$ cat config.mk
export PLATFORM = sky130hd
export DESIGN_NAME = i2s_sample_sink_flat
export DESIGN_NICKNAME = d
export VERILOG_FILES = /design/src/rtl/i2s_sample_sink_if.sv /design/src/rtl/i2s_sample_sink.sv /design/src/flat_wrapper.sv
export SDC_FILE = /design/constraint.sdc
export NUM_CORES = 1
export LEC_CHECK = 0
export CORE_UTILIZATION = 57
export DETAILED_ROUTE_END_ITERATION = 8
export PLACE_DENSITY_LB_ADDON = 0.12
export SLEW_MARGIN = 20
export SYNTH_ARGS = -nofsm -noshare
export SYNTH_HDL_FRONTEND = slang
export SYNTH_SLANG_ARGS = --single-unit
$ cat constraint.sdc
create_clock -name mclk -period 3.2 [get_ports mclk]
set_clock_uncertainty 0.2 [all_clocks]
set_input_delay 0.32 -clock mclk [delete_from_list [all_inputs] [get_ports mclk]]
set_output_delay 0.32 -clock mclk [all_outputs]
set_load 0.005 [all_outputs]
$ cat src/rtl/i2s_sample_sink_if.sv
// rtl/i2s_sample_sink_if.sv - sample-source handshake between a synthesizer source and the I2S sink
interface i2s_sample_sink_if;
  logic [15:0] p_sample_buffer;
  logic        valid;
  logic        sample_req;

  // The source drives samples and answers frame requests.
  modport master (
    output p_sample_buffer,
    output valid,
    input  sample_req
  );

  // The sink consumes samples and asks for one per frame.
  modport slave (
    input  p_sample_buffer,
    input  valid,
    output sample_req
  );
endinterface

$ cat src/rtl/i2s_sample_sink.sv
// rtl/i2s_sample_sink.sv - FIFO-buffered mono sample sink serialized as an I2S frame on mclk
module i2s_sample_sink #(
  parameter int FIFO_DEPTH    = 2,
  parameter int UNDERRUN_BITS = 8
) (
  input  logic                          mclk,
  input  logic                          rst,
  i2s_sample_sink_if.slave              src,
  output logic                          bclk,
  output logic                          lrclk,
  output logic                          sdata,
  output logic [$clog2(FIFO_DEPTH):0]   fifo_level,
  output logic [UNDERRUN_BITS-1:0]      underrun_cnt,
  output logic                          overrun,
  input  logic                          clr_status
);

  localparam int AW    = $clog2(FIFO_DEPTH);
  localparam int LVL_W = AW + 1;

  logic [7:0]    cnt;
  logic [7:0]    cnt_nxt;
  logic          sample_req_q;
  logic [15:0]   mem [FIFO_DEPTH];
  logic [AW-1:0] wr_ptr;
  logic [AW-1:0] rd_ptr;
  logic [15:0]   frame_q;
  logic [15:0]   last_q;
  logic          frame_load;
  logic          fifo_empty;
  logic          fifo_full;
  logic          pop;
  logic          push;
  logic          drop;
  logic [4:0]    slot_nxt;
  logic [3:0]    bit_idx;
  logic          slot_bit;

  assign cnt_nxt    = cnt + 8'd1;
  assign frame_load = (cnt == 8'hFF);
  assign fifo_empty = (fifo_level == '0);
  assign fifo_full  = (fifo_level == LVL_W'(FIFO_DEPTH));

  // A pop at frame load frees an entry before the same-cycle push is judged.
  assign pop  = frame_load && !fifo_empty;
  assign push = src.valid && (!fifo_full || pop);
  assign drop = src.valid && !push;

  // Both I2S clocks come straight from counter flops, so they cannot glitch.
  assign bclk           = cnt[1];
  assign lrclk          = cnt[7];
  assign src.sample_req = sample_req_q;

  // Free-running frame counter; one full wrap is one stereo frame.
  always_ff @(posedge mclk or negedge rst) begin
    if (!rst) cnt <= '0;
    else      cnt <= cnt_nxt;
  end

  // Request pulse is registered so it lines up with cnt == 0 but stays low in reset.
  always_ff @(posedge mclk or negedge rst) begin
    if (!rst) sample_req_q <= 1'b0;
    else      sample_req_q <= frame_load;
  end

  // Sample storage; contents are don't-care while the level says empty.
  always_ff @(posedge mclk) begin
    if (push) mem[wr_ptr] <= src.p_sample_buffer;
  end

  // FIFO pointers and occupancy; power-of-two depth lets pointers wrap naturally.
  always_ff @(posedge mclk or negedge rst) begin
    if (!rst) begin
      wr_ptr     <= '0;
      rd_ptr     <= '0;
      fifo_level <= '0;
    end else begin
      if (push) wr_ptr <= wr_ptr + AW'(1);
      if (pop)  rd_ptr <= rd_ptr + AW'(1);
      case ({push, pop})
        2'b10:   fifo_level <= fifo_level + LVL_W'(1);
        2'b01:   fifo_level <= fifo_level - LVL_W'(1);
        default: fifo_level <= fifo_level;
      endcase
    end
  end

  // Frame register takes the FIFO head, or repeats the last sample on underrun.
  always_ff @(posedge mclk or negedge rst) begin
    if (!rst) begin
      frame_q <= '0;
      last_q  <= '0;
    end else if (pop) begin
      frame_q <= mem[rd_ptr];
      last_q  <= mem[rd_ptr];
    end else if (frame_load) begin
      frame_q <= last_q;
    end
  end

  // Saturating underrun count; a clear wins over a coincident underrun.
  always_ff @(posedge mclk or negedge rst) begin
    if (!rst) begin
      underrun_cnt <= '0;
    end else if (clr_status) begin
      underrun_cnt <= '0;
    end else if (frame_load && fifo_empty && (underrun_cnt != '1)) begin
      underrun_cnt <= underrun_cnt + UNDERRUN_BITS'(1);
    end
  end

  // Sticky overrun flag; a clear wins over a coincident drop.
  always_ff @(posedge mclk or negedge rst) begin
    if (!rst)            overrun <= 1'b0;
    else if (clr_status) overrun <= 1'b0;
    else if (drop)       overrun <= 1'b1;
  end

  // Bit for the slot being entered: slot 0 is the I2S delay, 1..16 carry MSB..LSB.
  always_comb begin
    slot_nxt = cnt_nxt[6:2];
    bit_idx  = 4'(5'd16 - slot_nxt);
    slot_bit = 1'b0;
    if ((slot_nxt >= 5'd1) && (slot_nxt <= 5'd16)) slot_bit = frame_q[bit_idx];
  end

  // Serial data changes only on the bclk falling edge so the codec sees it stable.
  always_ff @(posedge mclk or negedge rst) begin
    if (!rst)                  sdata <= 1'b0;
    else if (cnt[1:0] == 2'b11) sdata <= slot_bit;
  end

endmodule

$ cat src/flat_wrapper.sv
// flat-port wrapper written by rule: the top's interface ports become plain ports
module i2s_sample_sink_flat 
#(
  parameter int FIFO_DEPTH    = 2,
  parameter int UNDERRUN_BITS = 8
)
  (mclk, rst, bclk, lrclk, sdata, fifo_level, underrun_cnt, overrun, clr_status, src_p_sample_buffer, src_valid, src_sample_req);
  i2s_sample_sink_if src_i ();
  input  logic mclk;
  input  logic rst;
  output logic bclk;
  output logic lrclk;
  output logic sdata;
  output logic [$clog2(FIFO_DEPTH):0] fifo_level;
  output logic [UNDERRUN_BITS-1:0] underrun_cnt;
  output logic overrun;
  input  logic clr_status;
  input wire logic [$bits(src_i.p_sample_buffer)-1:0] src_p_sample_buffer;
  input wire logic [$bits(src_i.valid)-1:0] src_valid;
  output wire logic [$bits(src_i.sample_req)-1:0] src_sample_req;
  assign src_i.p_sample_buffer = src_p_sample_buffer;
  assign src_i.valid = src_valid;
  assign src_sample_req = src_i.sample_req;
  i2s_sample_sink #(.FIFO_DEPTH(FIFO_DEPTH), .UNDERRUN_BITS(UNDERRUN_BITS)) u_core (.mclk(mclk), .rst(rst), .src(src_i), .bclk(bclk), .lrclk(lrclk), .sdata(sdata), .fifo_level(fifo_level), .underrun_cnt(underrun_cnt), .overrun(overrun), .clr_status(clr_status));
endmodule
==> results of run 1 <==
## path summary, 6_finish.rpt
| path | from | endpoint | slack, ps | cells past startpoint |
|---|---|---|---|---|
| worst max-delay path | u_core.cnt[1]$_DFF_PN0_ | u_core.sdata$_DFFE_PN0P_ | 360 | 10 |
| worst min-delay path | rst | u_core.last_q[1]$_DFFE_PN0P_ | 190 | 2 |
| worst max register to register | u_core.cnt[1]$_DFF_PN0_ | u_core.sdata$_DFFE_PN0P_ | 360 | 10 |
| worst min register to register | u_core.wr_ptr$_DFFE_PN0P_ | u_core.wr_ptr$_DFFE_PN0P_ | 300 | 1 |
| max in group asynchronous | rst | u_core.fifo_level[0]$_DFFE_PN0P_ | 1810 | 3 |
| min in group mclk | u_core.wr_ptr$_DFFE_PN0P_ | u_core.wr_ptr$_DFFE_PN0P_ | 300 | 1 |
## metal layers
layer / share of wire / track usage / vias to the layer above
li1: - / - / 988
met1: 0.46 / 0.247 / 1006
met2: 0.49 / 0.312 / 26
met3: 0.024 / 0.0429 / 13
met4: 0.025 / 0.110 / 0
met5: 0 / 0 / -
## placed cells by master (no fill, tap or decap), types with 2 or more instances in the layout
cell             count
dfrtp_1             55
clkdlybuf4s50_1     33
nor2_1              32
edfxtp_1            32
mux2i_1             31
a21oi_2             16
mux2_2              16
xor2_1              12
xnor2_1              9
clkbuf_8             9
inv_1                7
nand4_1              6
ha_1                 5
buf_4                5
nand3_1              4
nand2_1              4
clkinv_4             3
a21oi_1              3
clkinv_1             2
inv_6                2
## cell type report
type	instances	area, sq um
Clock buffer	9	124
Inverter	8	35.0
Sequential cell	87	2340
Tap cell	77	96.3
Multi-Input combinational cell	153	1230
Clock inverter	7	47.5
Fill cell	487	2060
Timing Repair Buffer	40	383
## Yosys cell counts
master	count	area [sq um]
ha_1	5	62.6
buf_6	1	11.3
and3_1	1	6.26
or2_4	1	8.76
buf_8	1	15.0
dfrtp_1	55	1380
nand3_1	4	20.0
o22ai_1	1	6.26
buf_2	2	10.0
buf_12	2	40.0
mux2_1	1	11.3
xnor2_1	9	78.8
and2_1	1	6.26
a21oi_2	16	140
and3_4	1	11.3
nand4_2	1	12.5
nor3b_1	1	7.51
edfxtp_1	32	961
mux2i_1	31	310
clkinv_4	1	8.76
a311oi_4	1	26.3
nand2_1	4	15.0
nand2b_1	1	6.26
o32ai_2	1	16.3
and2_4	1	8.76
xor2_1	12	105
or2_2	1	6.26
a21oi_1	3	15.0
inv_1	7	26.3
buf_4	2	15.0
nor2_1	32	120
mux2_2	16	180
buf_1	2	7.51
nand4_1	6	37.5
o31ai_1	1	7.51
clkbuf_1	1	3.75
and4_1	1	8.76
## power by group through the flow
stage | Clock, uW | Combinational (uW) | Sequential (uW)
finish | 676 | 246 | 1330
global route | 736 | 276 | 1340
CTS | 697 | 254 | 1330
detailed placement | 0 | 253 | 1360
global placement | 0 | 247 | 1350
floorplan | 0 | 128 | 1350
## repair_timing
| item | CTS | global route |
|---|---|---|
| buffers inserted | 0 | 0 |
| endpoints found under the hold margin | 13 | 0 |
| hold buffers | 1 | 0 |
## registers in the layout, summed over array words and instances (netlist names), 2 cells and up
| signal | count |
|---|---|
| u_core.mem | 32 |
| u_core.frame_q | 16 |
| u_core.last_q | 16 |
| u_core.cnt | 8 |
| u_core.underrun_cnt | 8 |
| u_core.fifo_level | 2 |
## worst max-delay path, delay by kind of cell, from the launching register on
kind | cells | cell delay, ps
xor+xnor | 3 | 810
mux | 3 | 640
fa+ha+maj | 2 | 500
flops | 1 | 420
compound gates | 1 | 120
buf+inv | 1 | 70
## logic make-up after synthesis
| group | after synthesis | synth area share |
|---|---|---|
| muxes | 48 | 0.135 |
| and+or+nand+nor | 56 | 0.0742 |
| adders and majority gates | 5 | 0.0169 |
| xor gates and xnor gates | 21 | 0.0496 |
| buffers and inverters | 19 | 0.0371 |
| DFF | 87 | 0.630 |
| AOI/OAI and AO/OA | 23 | 0.0570 |
## stage by stage
step	total power, uW	std cells	setup slack [ps]	area, sq um	util
floorplan	1480	259	407	3710	-
global placement	1600	364	481	4080	0.646
detailed placement	1610	364	366	4080	0.646
CTS	2280	381	329	4260	0.674
global route	2360	381	97.2	4260	0.674
finish	2250	381	362	4260	0.674
==> results.py, run 1 <==
metrics = {
    "status": {
        "outcome": "finished clean",
    },
    "sta": {
        "final_max_slew_viol_count": 0,
        "tightest_slew_ps": 897,
        "min_period_over_period": 0.887,
        "slew-limit-headroom": 0.402,
        "min_period_ps": 2840,
        "rsz0062_at_grt": "false",
        "hold_slack_ps": 186,
        "hold_viol_final": 0,
        "fmax_ghz": 0.352,
        "setup_viol": 0,
        "finalSetupTns_ps": 0,
    },
    "layout": {
        "fin_nets": 324,
        "diodes": 0,
        "syn2layout_area_growth_pct": 14.8,
        "drive_gt1_frac": 0.197,
    },
    "power_and_ir_drop": {
        "power_frac_clock": 0.300,
        "power.density_nw_per_um2": 529,
        "comb_power_share": 0.109,
        "leakage_uw": 0.00179,
        "p_int_uw": 1680,
        "switchingPower_uw": 573,
        "worst_ir_drop_vdd_v": 0.000386,
        "p_seq_frac": 0.591,
        "switching_share": 0.254,
    },
    "global_routing": {
        "overflow": 0,
        "track_usage": 0.196,
        "grt_antenna_before_repair": 0,
        "grt_pass1_wl_um": 9540,
        "grt_pass1_vias": 1982,
        "grt_max_degree": 43,
    },
    "logic_synthesis": {
        "synthesis.yosys.warnings": 0,
        "synth_cell_types": 37,
        "syn_area_sq_um": 3710,
        "synth_cells": 259,
        "yosysSeqAreaShare": 0.630,
        "syn_nets": 284,
        "ys_ff_latch": 87,
        "avgSynthCellArea_sq_um": 14.3,
    },
    "clock_tree": {
        "clock_latency_ps": 360,
        "root_buffer": "clkbuf_8",
        "clockBufferDepth": 2,
        "cts_sinks": 87,
        "cts_buffers": 9,
        "cts_tree": "yes",
        "htree_levels": 3,
        "cts_resized": 0,
        "clk_pin_slew_ps": 80,
    },
    "place": {
        "hpwl_um": 4100,
        "io_buffers": 34,
        "gp_congestion": 0.742,
    },
    "setup_path": {
        "crit_arrival_ps": 2920,
        "path_cells": "ha_1 > xor2_1 > inv_1 > ha_1 > xnor2_1 > xnor2_1 > mux2i_1 > mux2i_1 > mux2_1 > o22ai_1",
        "crit_path_start_kind": "register",
        "slowest_stage": "xnor2_1",
        "cp_max_fo": 7,
        "end_kind": "register",
        "crit_required_ps": 3280,
        "max_stage_delay_ps": 450,
        "criticalPathCategory": "register to register",
    },
    "detailed_routing": {
        "drt-total-wl_um": 5980,
        "drc": 0,
        "ant_nets": 0,
        "via_per_inst": 5.34,
        "drt_pass1_iterations": 4,
        "wl_per_cell_um": 15.7,
        "vias": 2033,
        "drt_iter0_markers": 87,
    },
    "hold_path": {
        "hold_path.class": "input port to async pin",
    },
    "floorplanning": {
        "io_pins": 35,
        "core-area_sq_um": 6310,
        "die_y_um": 82.7,
        "rows": 29,
        "fp.dieW_um": 82.7,
        "dieArea_sq_um": 6840,
        "start_util": 0.588,
    },
    "flow_run": {
        "drv_cap": 0,
    },
}
No activity file was read; power rests on OpenSTA's default activity.
==> inputs of run 2 (changes only) <==
Settings changed: CORE_UTILIZATION 57 to 60.
Clock period 3.2 ns to 3.54 ns, I/O delays scaled along.
==> run 2 against run 1 <==
- cell count down 1.3%
- hold slack improved by 94 ps
- routed wire length down 0.28%
- critical path depth did not move
- sequential share of layout area increased by 0.34 points
- sequential power is 9% lower
- combinational power fell by 8.9%
- core utilization up 3.6 points
- global-route usage rose by 1.6 points
- final area shrank 0.62%
- critical endpoint unchanged
==> results.py, run 2 (synthesized netlist as in run 1, its figures left out) <==
metrics = {
    "clock_tree": {
        "cts_resized": 0,
        "clockBufferDepth": 2,
        "htree_levels": 3,
        "clock_latency_ps": 340,
        "cts_tree": "yes",
        "cts_buffers": 9,
        "cts_sinks": 87,
        "clk_pin_slew_ps": 90,
        "postCtsSetupRepairBufs": 0,
        "root_buffer": "clkbuf_8",
    },
    "place": {
        "dp.cells": 360,
        "gp_congestion": 0.742,
        "hpwl_um": 3980,
        "dpl_worst_slack_ps": 416,
        "io_buffers": 34,
    },
    "layout": {
        "diodes": 0,
        "fin_nets": 322,
        "fillCellCount": 426,
        "final_common_cell": "dfrtp_1",
        "syn2layout_area_growth_pct": 14.1,
        "layout_common_cells": "dfrtp_1 (55), clkdlybuf4s50_1 (33), nor2_1 (32), edfxtp_1 (32), mux2i_1 (31)",
        "drive_gt1_frac": 0.193,
        "reg_top3": "u_core.mem x32, u_core.frame_q x16, u_core.last_q x16",
        "final_cells": 376,
        "multiInputGateArea_sq_um": 1230,
        "regMostFlops": "u_core.mem",
        "regArea_sq_um": 2340,
        "largest_register_ffs": 32,
    },
    "detailed_routing": {
        "drt_iter0_markers": 112,
        "drt_pass1_iterations": 4,
        "drc": 0,
        "via_per_inst": 5.35,
        "drt-total-wl_um": 5970,
        "wl_per_cell_um": 15.9,
        "vias": 2011,
        "ant_nets": 0,
    },
    "hold_path": {
        "hold_path.class": "register to register",
        "worstHoldPathCells": 1,
    },
    "power_and_ir_drop": {
        "power.density_nw_per_um2": 481,
        "leakage_uw": 0.00177,
        "worst_ir_drop_vdd_v": 0.000484,
    },
    "setup_path": {
        "reg2regPathDepth": 10,
        "cp_max_fo": 7,
        "crit_required_ps": 3610,
        "crit_arrival_ps": 3210,
        "end_kind": "register",
        "criticalPathCategory": "register to register",
        "crit_path_start_kind": "register",
    },
    "global_routing": {
        "overflow": 0,
        "track_usage": 0.212,
        "grt_max_degree": 35,
        "grt_pass1_wl_um": 9880,
        "grt_pass1_vias": 2021,
        "grt_antenna_before_repair": 0,
    },
    "floorplanning": {
        "start_util": 0.623,
        "fp.dieW_um": 80.6,
        "io_pins": 35,
        "rows": 28,
        "core-area_sq_um": 5960,
        "dieArea_sq_um": 6500,
        "die_y_um": 80.6,
    },
    "sta": {
        "fmax_ghz": 0.319,
        "tightest_slew_ps": 910,
        "slew-limit-headroom": 0.393,
        "timing.final.ws_setup_ps": 404,
        "min_period_ps": 3140,
        "finalSetupTns_ps": 0,
        "min_period_over_period": 0.886,
        "hold_viol_final": 0,
        "rsz0062_at_grt": "false",
        "setup_viol": 0,
        "final_max_slew_viol_count": 0,
        "hold_slack_ps": 280,
    },
    "status": {
        "outcome": "finished clean",
    },
    "flow_run": {
        "drv_cap": 0,
    },
}
-- run 2: changes by cell type in the layout (fill, tap and decap cells not counted) --
cell / change
clkinv_1: -2
inv_6: -1
buf_4: -2
clkinvlp_4: +1
clkinv_4: -1
clkbuf_1: +1
clkinv_2: +1
-- run 2: worst paths after layout --
check	startpoint	endpoint	slack, ps
max	u_core.cnt[1]$_DFF_PN0_	u_core.sdata$_DFFE_PN0P_	400
min	u_core.cnt[0]$_DFF_PN0_	u_core.cnt[0]$_DFF_PN0_	280
max reg2reg	u_core.cnt[1]$_DFF_PN0_	u_core.sdata$_DFFE_PN0P_	400
min reg2reg	u_core.cnt[0]$_DFF_PN0_	u_core.cnt[0]$_DFF_PN0_	280
max in group asynchronous	rst	u_core.frame_q[10]$_DFFE_PN0P_	1960
min in group asynchronous	rst	u_core.last_q[2]$_DFFE_PN0P_	400
-- run 2: cell type report --
type                            count  area share
Clock buffer                       10      0.0302
Clock inverter                      5     0.00828
Inverter                            8     0.00828
Multi-Input combinational cell    153       0.292
Sequential cell                    87       0.552
Tap cell                           75      0.0222
Timing Repair Buffer               38      0.0869
-- run 2: timing repair --
item	CTS	global route
endpoints found under the setup margin	0	0
hold endpoints to repair	32	0
hold buffers	1	0
-- run 2: critical path, stage by stage, from the launching register on --
cell and delay [ps]:
dfrtp_1 410, ha_1 310, xor2_1 450, inv_1 90, ha_1 210, xnor2_1 140
xnor2_1 460, mux2i_1 260, mux2i_1 80, mux2_1 310, o22ai_1 140
-- run 2: layer usage --
metal / global-route usage / vias up / wire length (um)
met1: 0.277 / 977 / 2800
li1: - / 995 / -
met3: 0.0409 / 10 / 108
met2: 0.345 / 29 / 2960
met4: 0.0911 / 0 / 101
met5: 0 / - / 0
-- run 2: power by group --
part           internal, uW  switching (uW)  leakage [uW]
combinational          98.8             126      0.000645
clock                   253             352     0.0000825
sequential             1160            41.9       0.00104
-- run 2: per-stage QoR --
step	power (uW)	util	instance area, sq um
CTS	2050	0.711	4230
global route	2120	0.711	4230
detailed placement	1460	0.682	4060
global placement	1440	0.682	4060
finish	2030	0.711	4230
floorplan	1330	-	3710
==> inputs of run 3 (changes only) <==
Settings changed: DONT_BUFFER_PORTS set to 1, SETUP_SLACK_MARGIN set to 0.1.
==> run 3 against run 2 <==
- via count decreased by 3.9%
- hold slack got worse by 220 ps
- core utilization decreased by 2.1 points
- non-clock buffer count decreased by 16
- total power decreased by 2.6%
- register-to-register slack improved by 60 ps
- critical path type unchanged
==> results.py, run 3 (synthesized netlist as in run 1, its figures left out) <==
metrics = {
    "status": {
        "outcome": "finished clean",
    },
    "layout": {
        "drive_gt1_frac": 0.196,
        "fillCellCount": 445,
        "final_common_cell": "dfrtp_1",
        "syn2layout_area_growth_pct": 10.6,
        "layout_common_cells": "dfrtp_1 (55), nor2_1 (32), edfxtp_1 (32)",
        "largest_register_ffs": 32,
        "diodes": 0,
        "final_util": 0.689,
        "reg_top3": "u_core.mem x32, u_core.frame_q x16, u_core.last_q x16",
        "regMostFlops": "u_core.mem",
        "fin_nets": 306,
    },
    "power_and_ir_drop": {
        "power.density_nw_per_um2": 483,
        "leakage_uw": 0.00172,
        "power_uw": 1980,
        "worst_ir_drop_vdd_v": 0.000361,
    },
    "detailed_routing": {
        "drc": 0,
        "ant_nets": 0,
        "drt_pass1_iterations": 4,
        "vias": 1932,
        "drt-total-wl_um": 5570,
        "drt_iter0_markers": 88,
        "via_per_inst": 5.35,
        "wl_per_cell_um": 15.4,
    },
    "global_routing": {
        "grt_pass1_wl_um": 9390,
        "grt_max_degree": 56,
        "overflow": 0,
        "grt_pass1_vias": 2031,
        "grt_antenna_before_repair": 0,
        "track_usage": 0.199,
    },
    "setup_path": {
        "cp_num_cells": 10,
        "cp_num_buf_inv": 1,
        "path_cells": "ha_1 > xor2_2 > inv_1 > ha_1 > xnor2_1 > xnor2_1 > mux2i_1 > mux2i_1 > mux2_1 > o22ai_1",
        "reg2regPathDepth": 10,
        "slowest_stage": "xnor2_1",
        "max_stage_delay_ps": 490,
        "cpLargestDelayFamily": "XOR/XNOR gates",
        "crit_required_ps": 3610,
        "end_kind": "register",
        "crit_path_start_kind": "register",
        "criticalPathCategory": "register to register",
        "crit_arrival_ps": 3150,
        "cp_max_fo": 7,
    },
    "floorplanning": {
        "io_pins": 35,
        "dieArea_sq_um": 6500,
        "die_y_um": 80.6,
        "start_util": 0.623,
        "rows": 28,
        "fp.dieW_um": 80.6,
        "core-area_sq_um": 5960,
    },
    "sta": {
        "slew-limit-headroom": 0.381,
        "finalSetupTns_ps": 0,
        "setup_viol": 0,
        "min_period_over_period": 0.870,
        "timing.final.ws_setup_ps": 459,
        "min_period_ps": 3080,
        "fmax_ghz": 0.325,
        "rsz0062_at_grt": "false",
        "final_max_slew_viol_count": 0,
        "hold_viol_final": 0,
        "tightest_slew_ps": 929,
    },
    "clock_tree": {
        "htree_levels": 3,
        "clk_pin_slew_ps": 80,
        "clock_latency_ps": 350,
        "clockBufferDepth": 2,
        "root_buffer": "clkbuf_8",
        "cts_tree": "yes",
        "postCtsSetupRepairBufs": 0,
        "cts_buffers": 9,
        "cts_sinks": 87,
    },
    "place": {
        "dpl_worst_slack_ps": 411,
        "io_buffers": 0,
        "hpwl_um": 3640,
        "gp_congestion": 0.733,
    },
    "hold_path": {
        "worstHoldPathCells": 2,
        "hold_path.class": "input port to register",
    },
    "flow_run": {
        "drv_cap": 0,
    },
}
==> run 3: report_power, final <==
part | total, uW | switching [uW] | leakage, uW | internal, uW
registers | 1210 | 43.5 | 0.00104 | 1160
logic | 189 | 115 | 0.000601 | 73.9
clock network | 586 | 335 | 0.0000754 | 250
total | 1980 | 494 | 0.00172 | 1490
==> run 3: layout make-up <==
| type | instances | area [sq um] | share of cell area |
|---|---|---|---|
| Clock inverter | 6 | 35.0 | 0.00854 |
| Timing Repair Buffer | 22 | 233 | 0.0567 |
| Clock buffer | 10 | 128 | 0.0311 |
| Tap cell | 75 | 93.8 | 0.0229 |
| Sequential cell | 87 | 2340 | 0.570 |
| Inverter | 8 | 35.0 | 0.00854 |
| Multi-Input combinational cell | 153 | 1240 | 0.303 |
==> run 3: stage by stage <==
| step | hold slack [ps] | area (sq um) | std cells |
|---|---|---|---|
| 2_1_floorplan | -142 | 3710 | 259 |
| 3_3_place_gp | -140 | 3720 | 325 |
| 3_5_place_dp | -140 | 3720 | 325 |
| 4_1_cts | 55.6 | 4100 | 361 |
| 5_1_grt | 92.1 | 4100 | 361 |
| 6_report | 57.7 | 4100 | 361 |
==> run 3: worst register-to-register path, stage by stage, from the launching register on <==
cell,delay [ps]
dfrtp_1,430
ha_1,330
xor2_2,340
inv_1,90
ha_1,210
xnor2_1,140
xnor2_1,490
mux2i_1,260
mux2i_1,80
mux2_1,300
o22ai_1,140
==> run 3: worst paths after layout <==
check	from	endpoint	slack, ps
worst min-delay path	src_valid	u_core.wr_ptr$_DFFE_PN0P_	60
max in group asynchronous	rst	u_core.src.sample_req$_DFF_PN0_	2580
worst max register to register	u_core.cnt[1]$_DFF_PN0_	u_core.sdata$_DFFE_PN0P_	460
worst min register to register	u_core.cnt[0]$_DFF_PN0_	u_core.cnt[0]$_DFF_PN0_	290
min in group asynchronous	rst	u_core.frame_q[5]$_DFFE_PN0P_	330
worst max-delay path	u_core.cnt[1]$_DFF_PN0_	u_core.sdata$_DFFE_PN0P_	460
==> run 3: layer usage <==
layer / track usage / up-vias / wire length, um
li1: - / 951 / -
met1: 0.255 / 937 / 2530
met2: 0.316 / 30 / 2730
met3: 0.0432 / 14 / 180
met4: 0.105 / 0 / 134
met5: 0 / - / 0
==> run 3: repair_timing <==
action | 4_1_cts | 5_1_grt
gates resized for setup | 0 | 1
endpoints found under the hold margin | 96 | 0
endpoints found under the setup margin | 0 | 1
hold buffers | 20 | 0
